**src/rtl/alu_seq_divider_pkg.sv**
```systemverilog
// Shared types and constants for the sequential divider.
// Contents:
//   div_state_t     - divider FSM state encoding (IDLE, BUSY, DONE)
//   DIV_WIDTH       - default operand/result width
//   DIV_BY_ZERO_QUO - quotient reported for a zero divisor (all ones)
package alu_div_pkg;

  typedef enum logic [1:0] {
    IDLE = 2'd0,
    BUSY = 2'd1,
    DONE = 2'd2
  } div_state_t;

  localparam int DIV_WIDTH = 32;

  localparam logic [DIV_WIDTH-1:0] DIV_BY_ZERO_QUO = '1;

endpackage

```
**src/rtl/alu_seq_divider_if.sv**
```systemverilog
// Divide request/stall interface between the execute-stage ALU (master)
// and the sequential divider (slave).
// Signals:
//   is_div - divide/modulo request level, held while stall is high (master)
//   A, B   - unsigned dividend/divisor, stable while requesting (master)
//   stall  - pipeline freeze until the result is ready (slave)
//   quo    - registered quotient (slave)
//   rem    - registered remainder (slave)
interface alu_seq_divider_if
  import alu_div_pkg::*;
#(
  parameter int WIDTH = DIV_WIDTH
) ();

  logic             is_div;
  logic [WIDTH-1:0] A;
  logic [WIDTH-1:0] B;
  logic             stall;
  logic [WIDTH-1:0] quo;
  logic [WIDTH-1:0] rem;

  modport master (
    output is_div,
    output A,
    output B,
    input  stall,
    input  quo,
    input  rem
  );

  modport slave (
    input  is_div,
    input  A,
    input  B,
    output stall,
    output quo,
    output rem
  );

endinterface

```
**src/rtl/alu_seq_divider_step.sv**
```systemverilog
// One restoring-division iteration, purely combinational.
// Ports:
//   i_rem_p        - current partial remainder (WIDTH+1 bits)
//   i_dividend_msb - dividend bit shifted into the partial remainder
//   i_divisor      - divisor
//   o_rem_next     - partial remainder after the trial subtraction/restore
//   o_q_bit        - quotient bit produced by this iteration
module alu_div_step
  import alu_div_pkg::*;
#(
  parameter int WIDTH = DIV_WIDTH
) (
  input  logic [WIDTH:0]   i_rem_p,
  input  logic             i_dividend_msb,
  input  logic [WIDTH-1:0] i_divisor,
  output logic [WIDTH:0]   o_rem_next,
  output logic             o_q_bit
);

  // One extra bit above the partial remainder gives the trial difference a
  // sign bit; the partial remainder is always below the divisor, so the
  // shifted value itself still fits in WIDTH+1 bits.
  logic [WIDTH+1:0] w_shifted;
  logic [WIDTH+1:0] w_diff;

  assign w_shifted = {i_rem_p, i_dividend_msb};
  assign w_diff    = w_shifted - {2'b00, i_divisor};

  // Keep the difference when it is non-negative, otherwise restore.
  always_comb begin
    o_rem_next = w_shifted[WIDTH:0];
    o_q_bit    = 1'b0;
    if (!w_diff[WIDTH+1]) begin
      o_rem_next = w_diff[WIDTH:0];
      o_q_bit    = 1'b1;
    end else begin
      o_rem_next = w_shifted[WIDTH:0];
      o_q_bit    = 1'b0;
    end
  end

endmodule

```
**src/rtl/alu_seq_divider.sv**
```systemverilog
// Multi-cycle unsigned radix-2 restoring divider, responder side of the
// ALU divide request/stall interface.
// Ports:
//   clk   - system clock, rising edge
//   rst_n - asynchronous active-low reset
//   bus   - slave side of alu_seq_divider_if (is_div, A, B in;
//           stall, quo, rem out)
// A request with B != 0 holds stall for WIDTH+1 cycles (request cycle plus
// WIDTH iterations); B == 0 finishes after the request cycle alone.
module alu_seq_divider
  import alu_div_pkg::*;
#(
  parameter int WIDTH = DIV_WIDTH,
  parameter int CNT_W = $clog2(WIDTH) + 1
) (
  input logic               clk,
  input logic               rst_n,
  alu_seq_divider_if.slave  bus
);

  div_state_t       r_state;
  logic [CNT_W-1:0] r_cnt;
  logic [WIDTH-1:0] r_dividend;
  logic [WIDTH-1:0] r_divisor;
  logic [WIDTH:0]   r_rem_p;
  logic [WIDTH-1:0] r_quo;
  logic [WIDTH-1:0] r_rem;

  logic [WIDTH:0]   w_rem_next;
  logic             w_q_bit;

  alu_div_step #(
    .WIDTH (WIDTH)
  ) u_step (
    .i_rem_p        (r_rem_p),
    .i_dividend_msb (r_dividend[WIDTH-1]),
    .i_divisor      (r_divisor),
    .o_rem_next     (w_rem_next),
    .o_q_bit        (w_q_bit)
  );

  // Stall rises with the request itself (no bubble) and is forced low while
  // reset is held, since the state register alone would let is_div through.
  assign bus.stall = rst_n & bus.is_div & (r_state != DONE);
  assign bus.quo   = r_quo;
  assign bus.rem   = r_rem;

  // Divider FSM: operand latch, one iteration per BUSY cycle, result write.
  // The dividend register doubles as the quotient shift register.
  always_ff @(posedge clk or negedge rst_n) begin
    if (!rst_n) begin
      r_state    <= IDLE;
      r_cnt      <= {CNT_W{1'b0}};
      r_dividend <= {WIDTH{1'b0}};
      r_divisor  <= {WIDTH{1'b0}};
      r_rem_p    <= {(WIDTH+1){1'b0}};
      r_quo      <= {WIDTH{1'b0}};
      r_rem      <= {WIDTH{1'b0}};
    end else begin
      case (r_state)
        IDLE: begin
          if (bus.is_div) begin
            if (bus.B == {WIDTH{1'b0}}) begin
              r_quo   <= {WIDTH{DIV_BY_ZERO_QUO[0]}};
              r_rem   <= bus.A;
              r_state <= DONE;
            end else begin
              r_dividend <= bus.A;
              r_divisor  <= bus.B;
              r_rem_p    <= {(WIDTH+1){1'b0}};
              r_cnt      <= CNT_W'(WIDTH);
              r_state    <= BUSY;
            end
          end else begin
            r_state <= IDLE;
          end
        end
        BUSY: begin
          if (!bus.is_div) begin
            // Pipeline flush: abandon the operation, results untouched.
            r_state <= IDLE;
          end else begin
            r_rem_p    <= w_rem_next;
            r_dividend <= {r_dividend[WIDTH-2:0], w_q_bit};
            r_cnt      <= r_cnt - CNT_W'(1);
            if (r_cnt == CNT_W'(1)) begin
              r_quo   <= {r_dividend[WIDTH-2:0], w_q_bit};
              r_rem   <= w_rem_next[WIDTH-1:0];
              r_state <= DONE;
            end else begin
              r_state <= BUSY;
            end
          end
        end
        DONE: begin
          // Always leave DONE so a still-high is_div is not re-taken as the
          // same instruction; a new request is recognised from IDLE.
          r_state <= IDLE;
        end
        default: begin
          r_state <= IDLE;
        end
      endcase
    end
  end

endmodule
```
**src/flat_wrapper.sv**
```systemverilog
// flat-port wrapper written by rule: the top's interface ports become plain ports
module alu_seq_divider_flat import alu_div_pkg::*;
#(
  parameter int WIDTH = DIV_WIDTH,
  parameter int CNT_W = $clog2(WIDTH) + 1
)
  (clk, rst_n, bus_is_div, bus_A, bus_B, bus_stall, bus_quo, bus_rem);
  alu_seq_divider_if #(.WIDTH(WIDTH)) bus_i ();
  input logic clk;
  input logic rst_n;
  input wire logic [$bits(bus_i.is_div)-1:0] bus_is_div;
  input wire logic [$bits(bus_i.A)-1:0] bus_A;
  input wire logic [$bits(bus_i.B)-1:0] bus_B;
  output wire logic [$bits(bus_i.stall)-1:0] bus_stall;
  output wire logic [$bits(bus_i.quo)-1:0] bus_quo;
  output wire logic [$bits(bus_i.rem)-1:0] bus_rem;
  assign bus_i.is_div = bus_is_div;
  assign bus_i.A = bus_A;
  assign bus_i.B = bus_B;
  assign bus_stall = bus_i.stall;
  assign bus_quo = bus_i.quo;
  assign bus_rem = bus_i.rem;
  alu_seq_divider #(.WIDTH(WIDTH), .CNT_W(CNT_W)) u_core (.clk(clk), .rst_n(rst_n), .bus(bus_i));
endmodule
```
**config.mk**
```make
export PLATFORM = sky130hd
export DESIGN_NAME = alu_seq_divider_flat
export DESIGN_NICKNAME = d
export VERILOG_FILES = /design/src/rtl/alu_seq_divider_pkg.sv /design/src/rtl/alu_seq_divider_if.sv /design/src/rtl/alu_seq_divider_step.sv /design/src/rtl/alu_seq_divider.sv /design/src/flat_wrapper.sv
export SDC_FILE = /design/constraint.sdc
export NUM_CORES = 1
export LEC_CHECK = 0
export ABC_CLOCK_PERIOD_IN_PS = 2700
export CORE_ASPECT_RATIO = 1.1
export CORE_MARGIN = 10
export CORE_UTILIZATION = 40
export DETAILED_ROUTE_END_ITERATION = 6
export GPL_TIMING_DRIVEN = 0
export PLACE_DENSITY = 0.69
export SETUP_SLACK_MARGIN = 0.1
export SKIP_LAST_GASP = 1
export SYNTH_ARGS = -nofsm -noshare
export SYNTH_HDL_FRONTEND = slang
export SYNTH_SLANG_ARGS = --single-unit
```
**constraint.sdc**
```tcl
create_clock -name clk -period 2.7 [get_ports clk]
set_input_delay 0.54 -clock clk [delete_from_list [all_inputs] [get_ports clk]]
set_output_delay 0.54 -clock clk [all_outputs]
set_load 0.02 [all_outputs]
```
==> flow_summary.toml, run 1 <==
[setup_path]
arrival_ns = 3.47
r2r_slack_ns = -0.43
crit_path_max_incr_delay_ns = 0.44
crit_path_start = "u_core.r_dividend[31]$_DFFE_PN0P_"
endpoint = "u_core.r_rem_p[32]$_DFFE_PN0P_"
r2r_cells = 14
r2r-start = "u_core.r_dividend[31]$_DFFE_PN0P_"
critical_path_class = "reg2reg"
cpMaxStageDelayCell = "dfrtp_1"
startpoint_type = "flip-flop"
crit_required_ns = 3.04
cp_max_fo = 6
cp_cell_sequence = "inv_1 -> ha_2 -> inv_2 -> fa_2 -> a211oi_2 -> o21a_1 -> a221oi_4 -> o41ai_4 -> buf_6 -> o21ai_4 -> a21oi_1 -> o211ai_1 -> xnor2_1 -> a31o_2"
rr_endpoint = "u_core.r_rem_p[32]$_DFFE_PN0P_"
cp-end-kind = "flip-flop"

[synth]
synth.ff_latch_count = 169
synth_top_cells_by_count = "nand2_1, dfrtp_1, nor2_1"
synthesis.nets = 1158
yosys.cell_count.top_type = "nand2_1"
yosys.area.top_type = "dfrtp_1"
async_flop_share = 1.000
synthTopCellsByArea = "dfrtp_1, nand2_1, nor2_1, a31oi_1, ha_1"
yosysUniqueCellTypes = 59
synthCells = 1056
ys.warnings.count = 0
synth_enable_flop_cells = 0
avgSynthCellArea_um2 = 8.523
ys_seq_area_frac = 0.4699
syn_area_um2 = 9000
synth_top_cell_area_share = 0.4699
synth_flop_cell = "dfrtp_1"

[clock_network]
htreeDepth = 4
clk_pin_slew_ns = 0.08
clock_latency_ns = 0.45
holdBufCountCts = 0
clock_path_buffers = 2
cts-root-buf = "clkbuf_16"
cts_buffers = 17
cts_tree = "yes"
clock_sinks = 169

[timing]
hold_viol = 0
slew_violations = 0
rsz0062_at_grt = "yes"
finalCritPeriodShare = 1.160
fin_skew_ns = 0.01284
timing.final.ws_setup_ns = -0.4320
slew_headroom = 0.1539
fmax_ghz = 0.3193
min_period_ns = 3.132
setup_viol = 66
max_slew.worst_pin.slew_ns = 1.269

[final_layout]
fin_cells = 1566
drive_above_1_share = 0.2109
multi_input_area_um2 = 5537
syn_to_final_growth_pct = 46.42
final_nets = 1360
nFillCells = 1841
n_antenna_cell = 0
seq_area_um2 = 4242

[routing]
wirelength_um = 31140
dr.pass1.iters = 7
post-route-drc-count = 2
antenna_left = 0
vias_per_cell = 5.671
vias = 8881
post_drt_wl_per_cell_um = 19.89
first_iter_violations = 670

[place]
portBuffers = 131
placedCellCount = 1483
gp_congestion = 0.9096
dp_hpwl_um = 21550
place_ws_ns = -1.657

[floorplanning]
die-area_um2 = 28910
initial_core_util = 0.4071
design.core.area_um2 = 22110
die_w_um = 163.0
die_h_um = 177.3
ios = 132
num_rows = 57

[grt]
grt.overflow.total = 0
grt_max_degree = 109
grt_pass1_wl_um = 48280
grt_pass1_vias = 8859
antenna_found_initial = 1
globalRouteTotalUtil = 0.2094

[job]
max_cap_viol_count = 0

[worst_hold_path]
min-delay-path-class = "in2async"

[run_status]
outcome = "finished, violations left"
failed_checks = "design-rule violations, negative setup slack"

[power]
max-vdd-ir-drop_mv = 0.4501
power_density_nw_per_um2 = 1206
leakagePower_nw = 5.536
-- stage by stage --
stage                 util  hold slack [ns]  instance area (µm²)  power, mW  TNS [ns]
floorplan                -           0.2444                 9547      8.752   -0.7856
global placement    0.5078           0.4665                11230      11.02  -1192.82
detailed placement  0.5093           0.4716                11260      11.15   -213.41
CTS                 0.5839          0.03495                12910      15.45    -14.99
global route        0.5960          0.04832                13180      16.69    -28.62
finish              0.5960          0.01650                13180      15.89    -20.45
-- area by class of cell --
class,count,share of cell area
buffer,63,0.03200
clock buffer,18,0.03333
clock inverter,14,0.01177
inverter,46,0.01310
multi-input combinational,777,0.4201
sequential,169,0.3219
tap,295,0.02801
timing repair buffer,184,0.1398
-- per-layer routing --
| metal | up-vias | GRT usage | share of wire |
|---|---|---|---|
| met3 | 85 | 0.04496 | 0.074 |
| met5 | - | 0 | 0.00022 |
| li1 | 4124 | - | - |
| met4 | 2 | 0.08346 | 0.033 |
| met2 | 376 | 0.3529 | 0.48 |
| met1 | 4294 | 0.2558 | 0.41 |
-- sequential cells by signal, indices dropped and copies added (netlist names) --
register           cells
u_core.bus.quo        32
u_core.r_dividend     32
u_core.r_cnt           6
u_core.bus.rem        32
u_core.r_state         2
u_core.r_rem_p        33
u_core.r_divisor      32
-- what timing repair did --
item,in CTS,in global routing
resized for setup,166,64
cloned,6,0
setup endpoints to repair,168,162
pin swaps,72,36
buffers inserted,41,7
-- power breakdown --
part / switching [mW] / internal, mW
clock: 1.19 / 1.26
combinational: 5.06 / 4.34
sequential: 0.652 / 3.38
total: 6.91 / 8.98
-- how the worst min path moves through the flow --
stage,endpoint,start,depth (start not counted)
after floorplan,u_core.bus.quo[0]$_DFFE_PN0P_,rst_n,0
after global placement,u_core.r_divisor[0]$_DFFE_PN0P_,u_core.r_divisor[0]$_DFFE_PN0P_,2
after detailed placement,u_core.r_divisor[0]$_DFFE_PN0P_,u_core.r_divisor[0]$_DFFE_PN0P_,2
after CTS,u_core.bus.quo[29]$_DFFE_PN0P_,rst_n,1
after global routing,u_core.bus.quo[29]$_DFFE_PN0P_,rst_n,1
final,u_core.bus.quo[29]$_DFFE_PN0P_,rst_n,1
-- cells in the final DEF, fill, tap and decap left out, types with 27 or more instances in the layout --
master	count
a21oi_1	58
a31oi_1	62
buf_4	36
clkbuf_1	30
clkdlybuf4s50_1	105
dfrtp_1	159
inv_1	45
nand2_1	169
nor2_1	146
o21ai_0	54
o21ai_1	27
-- cell families after synthesis --
| logic type | after synthesis | share of synthesized area |
|---|---|---|
| flops | 169 | 0.4699 |
| simple gates | 405 | 0.1896 |
| compound gates | 303 | 0.2088 |
| xor+xnor | 27 | 0.02628 |
| fa+ha+maj | 35 | 0.04949 |
| buf+inv | 110 | 0.04796 |
| mux | 7 | 0.007925 |
-- critical path, delay by kind of cell (launching register included) --
family | cells | cell delay (ns)
DFF | 1 | 0.44
adders and majority gates | 2 | 0.52
buffers and inverters | 3 | 0.30
xor gates and xnor gates | 1 | 0.15
AOI/OAI and AO/OA | 8 | 1.60
Power figures use the tool's default switching activity.
==> inputs of run 2 (changes only) <==
--- a/config.mk
+++ b/config.mk
@@ -8,10 +8,10 @@
 export ABC_CLOCK_PERIOD_IN_PS = 2700
 export CORE_ASPECT_RATIO = 1.1
 export CORE_MARGIN = 10
-export CORE_UTILIZATION = 40
+export CORE_UTILIZATION = 50
 export DETAILED_ROUTE_END_ITERATION = 6
 export GPL_TIMING_DRIVEN = 0
-export PLACE_DENSITY = 0.69
+export PLACE_DENSITY = 0.82
 export SETUP_SLACK_MARGIN = 0.1
 export SKIP_LAST_GASP = 1
 export SYNTH_ARGS = -nofsm -noshare
==> flow_summary.toml, run 2 (same netlist as run 1, synthesis figures left out) <==
[run_status]
outcome = "finished, violations left"
failed_checks = "design-rule violations, negative setup slack"

[power]
swShare = 0.4461
p_total_mw = 16.40
max-vdd-ir-drop_mv = 0.7473
p_comb_frac = 0.603
seqPwrFrac = 0.248
p_switching_mw = 7.314
leakagePower_nw = 5.496
power_density_nw_per_um2 = 1243
clockPowerShare = 0.149
p_int_mw = 9.082

[place]
place_ws_ns = -1.556
portBuffers = 131
placedCellCount = 1426
gp_congestion = 0.9062
dp_hpwl_um = 21180
placed_area_um2 = 11190

[final_layout]
seq_area_um2 = 4243
syn_to_final_growth_pct = 46.52
final_util = 0.7460
largest_register_ffs = 33
final_common_cell = "nand2_1"
fin_area_um2 = 13190
fin_cells = 1508
multi_input_area_um2 = 5538
top_register = "u_core.r_rem_p"
final_nets = 1359
final_cell_mix = "nand2_1, dfrtp_1, nor2_1"
drive_above_1_share = 0.2173
nFillCells = 1154
n_antenna_cell = 0

[setup_path]
crit_required_ns = 2.98
crit_path_start = "u_core.r_rem_p[12]$_DFFE_PN0P_"
startpoint_type = "flip-flop"
cp-end-kind = "flip-flop"
r2r-start = "u_core.r_rem_p[12]$_DFFE_PN0P_"
critical_path_class = "reg2reg"
arrival_ns = 3.54
cp_max_fo = 6
r2r_cells = 12

[timing]
rsz0062_at_grt = "yes"
timing.final.ws_setup_ns = -0.5616
finalCritPeriodShare = 1.208
slew_headroom = 0.1288
max_slew.worst_pin.slew_ns = 1.307
hold_viol = 0
min_period_ns = 3.262
slew_violations = 0
fmax_ghz = 0.3066
setup_viol = 67
fin_skew_ns = 0.008950

[clock_network]
cts_buffers = 17
clock_path_buffers = 2
clock_sinks = 169
cts-root-buf = "clkbuf_16"
cts_tree = "yes"
clock_latency_ns = 0.44
clk_pin_slew_ns = 0.07
htreeDepth = 4

[floorplanning]
num_rows = 51
ios = 132
die-area_um2 = 23770
initial_core_util = 0.5092
design.core.area_um2 = 17680
die_w_um = 147.9
die_h_um = 160.7

[grt]
grt.overflow.total = 0
grt_max_degree = 50
antenna_found_initial = 0
grt_pass1_wl_um = 52580
grt_pass1_vias = 9612
globalRouteTotalUtil = 0.2782

[worst_hold_path]
min-delay-path-class = "in2async"

[routing]
antenna_left = 0
post_drt_wl_per_cell_um = 22.89
first_iter_violations = 1174
vias_per_cell = 6.304
wirelength_um = 34520
vias = 9507
dr.pass1.iters = 7
post-route-drc-count = 1

[job]
max_cap_viol_count = 0
-- run 2: cell types whose count changed in the layout (fill, tap and decap cells not counted), moves of 3 or more --
cell	delta
buf_16	+3
clkbuf_1	-5
clkbuf_2	-3
clkbuf_4	+4
clkbuf_8	-3
clkdlybuf4s50_1	+21
dlygate4sd2_1	-13
dlymetal6s2s_1	-7
o21ai_0	-4
o21ai_2	+6
-- run 2: metrics by stage --
stage | hold slack, ns | TNS [ns]
finish | 0.06332 | -25.40
floorplan | 0.2444 | -0.7856
global placement | 0.4689 | -1149.77
detailed placement | 0.4895 | -199.11
CTS | 0.07493 | -14.02
global route | 0.07104 | -30.22
-- run 2: repair_timing --
action / 4_1_cts / 5_1_grt
buffers inserted: 30 / 17
endpoints found under the hold margin: 49 / 0
pin swaps: 75 / 41
gates cloned: 7 / 0
setup endpoints to repair: 169 / 148
hold buffers: 1 / 0
resized for setup: 152 / 84
-- run 2: metal layers --
| metal | up-vias | global-route usage | part of all wire |
|---|---|---|---|
| met5 | - | 0 | 0 |
| met4 | 0 | 0.1709 | 0.063 |
| met3 | 170 | 0.05987 | 0.098 |
| met2 | 720 | 0.4592 | 0.48 |
| met1 | 4519 | 0.3244 | 0.36 |
| li1 | 4098 | - | - |
-- run 2: worst paths after layout --
| kind | endpoint | slack [ns] |
|---|---|---|
| worst max-delay path | u_core.r_rem_p[11]$_DFFE_PN0P_ | -0.56 |
| worst min-delay path | u_core.r_rem_p[5]$_DFFE_PN0P_ | 0.06 |
| worst max register to register | u_core.r_rem_p[11]$_DFFE_PN0P_ | -0.56 |
| worst min register to register | u_core.bus.quo[24]$_DFFE_PN0P_ | 0.53 |
| max in group asynchronous | u_core.r_rem_p[0]$_DFFE_PN0P_ | 2.29 |
| min in group clk | u_core.r_divisor[3]$_DFFE_PN0P_ | 0.50 |
-- run 2: area by class of cell --
class / count / area share
clock buffers: 18 / 0.03330
repair buffers: 184 / 0.1472
well taps: 238 / 0.02258
plain buffers: 62 / 0.03131
multi-input cells: 777 / 0.4200
flip-flops and latches: 169 / 0.3218
inverters: 46 / 0.01309
clock inverters: 14 / 0.01082
-- run 2: critical path, stage by stage, from the launching register on --
cell	delay, ns
dfrtp_1	0.48
ha_2	0.42
nor3_2	0.09
o31ai_4	0.31
nor3b_4	0.29
o21ai_4	0.13
a211oi_4	0.25
buf_4	0.16
o211a_4	0.25
buf_12	0.15
buf_12	0.12
mux2i_1	0.32
o31ai_1	0.13
-- run 2: power by group through the flow --
stage          logic [mW]  clock network [mW]  registers, mW
6_report             9.88                2.45           4.07
3_3_place_gp         6.94                   0           4.01
5_1_grt              10.3                2.53           4.15
4_1_cts              8.96                2.42           4.02
2_1_floorplan        4.25                   0           4.50
3_5_place_dp         7.12                   0           4.04
==> RTL change 1: new RTL, settings of run 2 <==
Make the reset (`rst_n`) synchronous in one clocked block. Comments in the files are not updated.
--- a/src/rtl/alu_seq_divider.sv
+++ b/src/rtl/alu_seq_divider.sv
@@ -47,7 +47,7 @@
 
   // Divider FSM: operand latch, one iteration per BUSY cycle, result write.
   // The dividend register doubles as the quotient shift register.
-  always_ff @(posedge clk or negedge rst_n) begin
+  always_ff @(posedge clk) begin
     if (!rst_n) begin
       r_state    <= IDLE;
       r_cnt      <= {CNT_W{1'b0}};
Formal check against the unedited RTL: differs if rst_n is asserted again (counterexample within 4 cycles, from zero or initial values and one cycle with rst_n low); with rst_n held inactive, the same outputs for 4 cycles.
==> RTL change 1 against run 2 <==
The run ends with negative setup slack left. Die area is 0.65% lower. Global-route usage down 2.9 points. Area after synthesis decreased by 0.75%. Design area shrank 5.6%. Critical path depth unchanged. Sequential share of layout area shrank 4.7 points. Sequential cell count unchanged. Worst setup slack improved by 260 ps. Worst hold slack improved by 410 ps. Final cell count up 3.6%. Routed wire length shrank 7.8%. Highest routed layer unchanged.
Power is not compared: it rests on default switching activity, and its combinational part moved more than twofold at a synthesized area within 25%.
==> RTL change 1: results <==
metrics = {
    "cells_and_area": {
        "largest_reg_flops": 33,
        "fin_nets": 1415,
        "drive_above_1_share_pct": 20.7,
        "top_register": "u_core.r_rem_p",
        "n_fill_cell": 1330,
    },
    "global_routing": {
        "first_global_vias": 9219,
        "globalRouteTotalUtil_pct": 24.9,
        "grt_max_degree": 18,
        "grt_pass1_wl_um": 48200,
        "antenna_found_initial": 0,
    },
    "pwr": {
        "p_seq_share_pct": 34.7,
        "power_leakage_nw": 4.74,
        "switching_power_w": 0.00269,
        "power_density_nw_per_um2": 626,
    },
    "setup_path": {
        "slowest_delay_ps": 440,
        "crit_fanout": 10,
        "arrival_ps": 3290,
        "crit_slowest_cell": "dfxtp_1",
        "critPathTopFamily": "compound AO/OA/AOI/OAI gates",
    },
    "run_status": {
        "violations": "negative setup slack",
        "status": "complete, but fails checks",
    },
    "yosys": {
        "syn_nets": 1221,
        "ys_top_cells_by_count": "dfxtp_1, nor2_1, nand2_1",
        "yosysSeqAreaShare_pct": 37.9,
        "ys_types": 62,
        "synth-async-reset-ratio_pct": 0,
        "synth.top_cells.by_area": "dfxtp_1, nor2_1, nand2_1, ha_1, nor3_1",
    },
    "placement": {
        "dp_hpwl_um": 22900,
        "gp_congestion": 0.906,
        "io_buffers": 131,
    },
    "drt": {
        "num_vias": 9542,
        "first_iter_violations": 927,
        "dr.pass1.iters": 6,
        "avgRoutedWirePerCell_um": 20.4,
    },
    "hold_path": {
        "min_path_type": "flip-flop to flip-flop",
    },
    "clock_tree": {
        "worstSkewPairLatency_ps": 440,
        "clk_pin_slew_worst_paths_ps": 70,
        "cts_buffers": 17,
        "htree_levels": 4,
        "cts.path.max_buffers": 2,
    },
    "sta": {
        "fin_skew_ps": 9.83,
        "setup_violations": 67,
        "slew_headroom_pct": 42.9,
        "setup_ws_ps": -297,
    },
}
RTL change 1: cell count changes in the layout (fill, tap and decap cells not counted), sizes merged, moves of 10 or more:
cell	run 2	this run
mux2i	6	40
nor3	20	81
o21ai	90	80
dfrtp	169	0
a311oi	2	34
nor2	150	140
nand3	11	35
a31oi	82	28
a21oi	64	42
nand2	172	125
dfxtp	0	169
mux2	1	15
RTL change 1: kinds of logic (layout without fill, tap and decap cells):
logic type / count (synthesis) / in the layout / synth area share [%]
muxes: 55 / 55 / 6.37
xor gates and xnor gates: 30 / 30 / 2.94
and+or+nand+nor: 441 / 441 / 22.0
DFF: 169 / 169 / 37.9
adders and majority gates: 35 / 35 / 4.99
AOI/OAI and AO/OA: 263 / 263 / 19.9
buffers and inverters: 126 / 332 / 5.91
RTL change 1: worst paths after layout:
path | from | to | slack, ps
hold / removal | u_core.bus.rem[18] | u_core.bus.rem[18] | 470
hold reg to reg | u_core.bus.rem[18] | u_core.bus.rem[18] | 470
setup reg to reg | u_core.r_rem_p[15] | u_core.bus.rem[24] | -300
setup / recovery | u_core.r_rem_p[15] | u_core.bus.rem[24] | -300
RTL change 1: area by class of cell:
cell class | count | area (um^2) | share of cell area (%)
Clock buffer | 17 | 425 | 3.42
Timing Repair Buffer | 177 | 1690 | 13.6
Tap cell | 238 | 298 | 2.39
Multi-Input combinational cell | 824 | 5850 | 47.0
Inverter | 45 | 169 | 1.36
Clock inverter | 14 | 134 | 1.08
Sequential cell | 169 | 3410 | 27.4
Buffer | 79 | 457 | 3.67
RTL change 1: per-stage QoR:
step,setup WS [ps],cell area [um^2],utilization [%],setup TNS [ps],instances
4_1_cts,-213,11900,67.8,-9590,1543
2_1_floorplan,67.6,9020,-,0,1119
3_5_place_dp,-1240,10600,60.3,-154090,1488
6_report,-297,12400,70.6,-12260,1563
3_3_place_gp,-1220,10600,60.3,-143110,1488
5_1_grt,-379,12400,70.6,-19310,1563
RTL change 1: worst reg2reg max path, delay by kind of cell, from the launching register on:
kind                       cells  cell delay (ps)
AOI/OAI and AO/OA              5             1190
adders and majority gates      1              270
buffers and inverters          3              560
DFF                            1              440
and+or+nand+nor                3              400
RTL change 1: timing repair:
item                       CTS  global route
pin swaps                   49            35
cloned                       1             1
hold buffers                 0             0
buffers inserted            25            19
setup endpoints to repair  169           131
resized for setup          138           100
RTL change 1: per-layer routing:
metal / global-route usage (%) / routed length [um] / vias to the layer above
li1: - / - / 4381
met1: 30.2 / 12100 / 4464
met2: 41.6 / 15200 / 582
met3: 5.46 / 3170 / 115
met4: 10.2 / 1370 / 0
met5: 0 / 0 / -
==> RTL change 2: new RTL, config.mk and constraints of run 2 <==
Made on the original files. The package constant `DIV_WIDTH` goes from 32 to 64.
--- a/src/rtl/alu_seq_divider_pkg.sv
+++ b/src/rtl/alu_seq_divider_pkg.sv
@@ -11,7 +11,7 @@
     DONE = 2'd2
   } div_state_t;
 
-  localparam int DIV_WIDTH = 32;
+  localparam int DIV_WIDTH = 64;
 
   localparam logic [DIV_WIDTH-1:0] DIV_BY_ZERO_QUO = '1;
 
Ports: changed (resized bus_A, bus_B, bus_quo and bus_rem); port bits go from 132 to 260. The function was not compared with the original's and may differ.
==> RTL change 2 against run 2 <==
The flow still finishes with violations (design-rule violations, negative setup slack). Worst setup slack lost 850 ps. Sequential cell count is 161 higher. Area after synthesis increased by 100%. Worst hold slack gained 95 ps. Routed wire length rose by 140%. Design area rose by 110%. Total power is 120% higher. Utilization grew 1.2 points. Largest power group unchanged. Highest routed layer unchanged.
==> RTL change 2: results <==
metrics = {
    "drt": {
        "via_per_inst": 6.47,
        "drcViolationCount": 2,
        "wl_met1_um": 28900,
        "met2WireLength_um": 36300,
        "route.met3.wl_um": 10600,
        "drt_wl_total_um": 82300,
        "first_iter_violations": 2926,
        "avgRoutedWirePerCell_um": 26.1,
    },
    "sta": {
        "setup_violations": 177,
        "slew_headroom_pct": 11.6,
        "setup_tns_ps": -121600,
        "fin_skew_ps": 31.2,
        "hold_ws_ps": 159,
        "setup_ws_ps": -1410,
    },
    "setup_path": {
        "crit_slowest_cell": "nor4_2",
        "reg2regPathDepth": 15,
        "crit_fanout": 5,
        "arrival_ps": 4570,
        "crit_start": "u_core.r_divisor[2]",
        "slowest_delay_ps": 750,
    },
    "pwr": {
        "powerSeq_w": 0.00764,
        "power.internal_w": 0.0192,
        "power_leakage_nw": 12.3,
        "swShare_pct": 46.7,
        "ir_drop_v": 0.000586,
        "p_comb_share_pct": 64.1,
    },
    "yosys": {
        "yosysSeqAreaShare_pct": 45.3,
        "muxShareOfSynthArea_pct": 0.501,
        "synth-compound-area-share_pct": 22.6,
        "syn_area_per_cell_um2": 8.34,
        "synth-xor-area-share_pct": 2.88,
        "ys_types": 77,
        "syn_nets": 2383,
        "synth.top_cells.by_area": "dfrtp_1, nand2_1, o21ai_0, ha_1, a31oi_1",
        "ys_top_cells_by_count": "nand2_1, dfrtp_1, o21ai_0",
    },
    "run_status": {
        "status": "complete, but fails checks",
        "violations": "design-rule violations, negative setup slack",
    },
    "placement": {
        "dpl_worst_slack_ps": -2360,
        "dp_hpwl_um": 50600,
        "place_inst": 2933,
        "gp_congestion": 0.968,
    },
    "cells_and_area": {
        "n_fill_cell": 2252,
        "syn2layout_area_growth_pct": 50.2,
        "largest_reg_flops": 65,
        "fin_nets": 2838,
        "drive_above_1_share_pct": 24.8,
    },
    "clock_tree": {
        "cts_buffers": 36,
        "worstSkewPairLatency_ps": 560,
        "cts.path.max_buffers": 3,
        "htree_levels": 2,
    },
    "global_routing": {
        "first_global_vias": 19400,
        "globalRouteTotalUtil_pct": 32.3,
        "grt_max_degree": 130,
        "grt_pass1_wl_um": 113000,
        "grtUsageMet1_pct": 39.8,
    },
}
[RTL change 2: cell count changes in the layout (fill, tap and decap cells not counted), moves of 57 or more]
cell | before | now
a31oi_1 | 60 | 117
dfrtp_1 | 158 | 323
clkdlybuf4s50_1 | 126 | 206
o21ai_0 | 50 | 134
buf_4 | 36 | 104
nand2_1 | 170 | 444
[RTL change 2: cell type report]
cell class	count	share of cell area, %
Buffer	144	4.24
Clock buffer	44	3.66
Clock inverter	20	0.855
Inverter	97	1.35
Multi-Input combinational cell	1607	40.9
Sequential cell	330	30.2
Tap cell	487	2.23
Timing Repair Buffer	424	16.5
[RTL change 2: what timing repair did]
action | in CTS | in global routing
hold buffers | 1 | 0
cloned | 15 | 5
resized for setup | 412 | 343
setup buffers | 102 | 47
pin swaps | 171 | 140
endpoints found under the hold margin | 50 | 0
endpoints found under the setup margin | 331 | 331
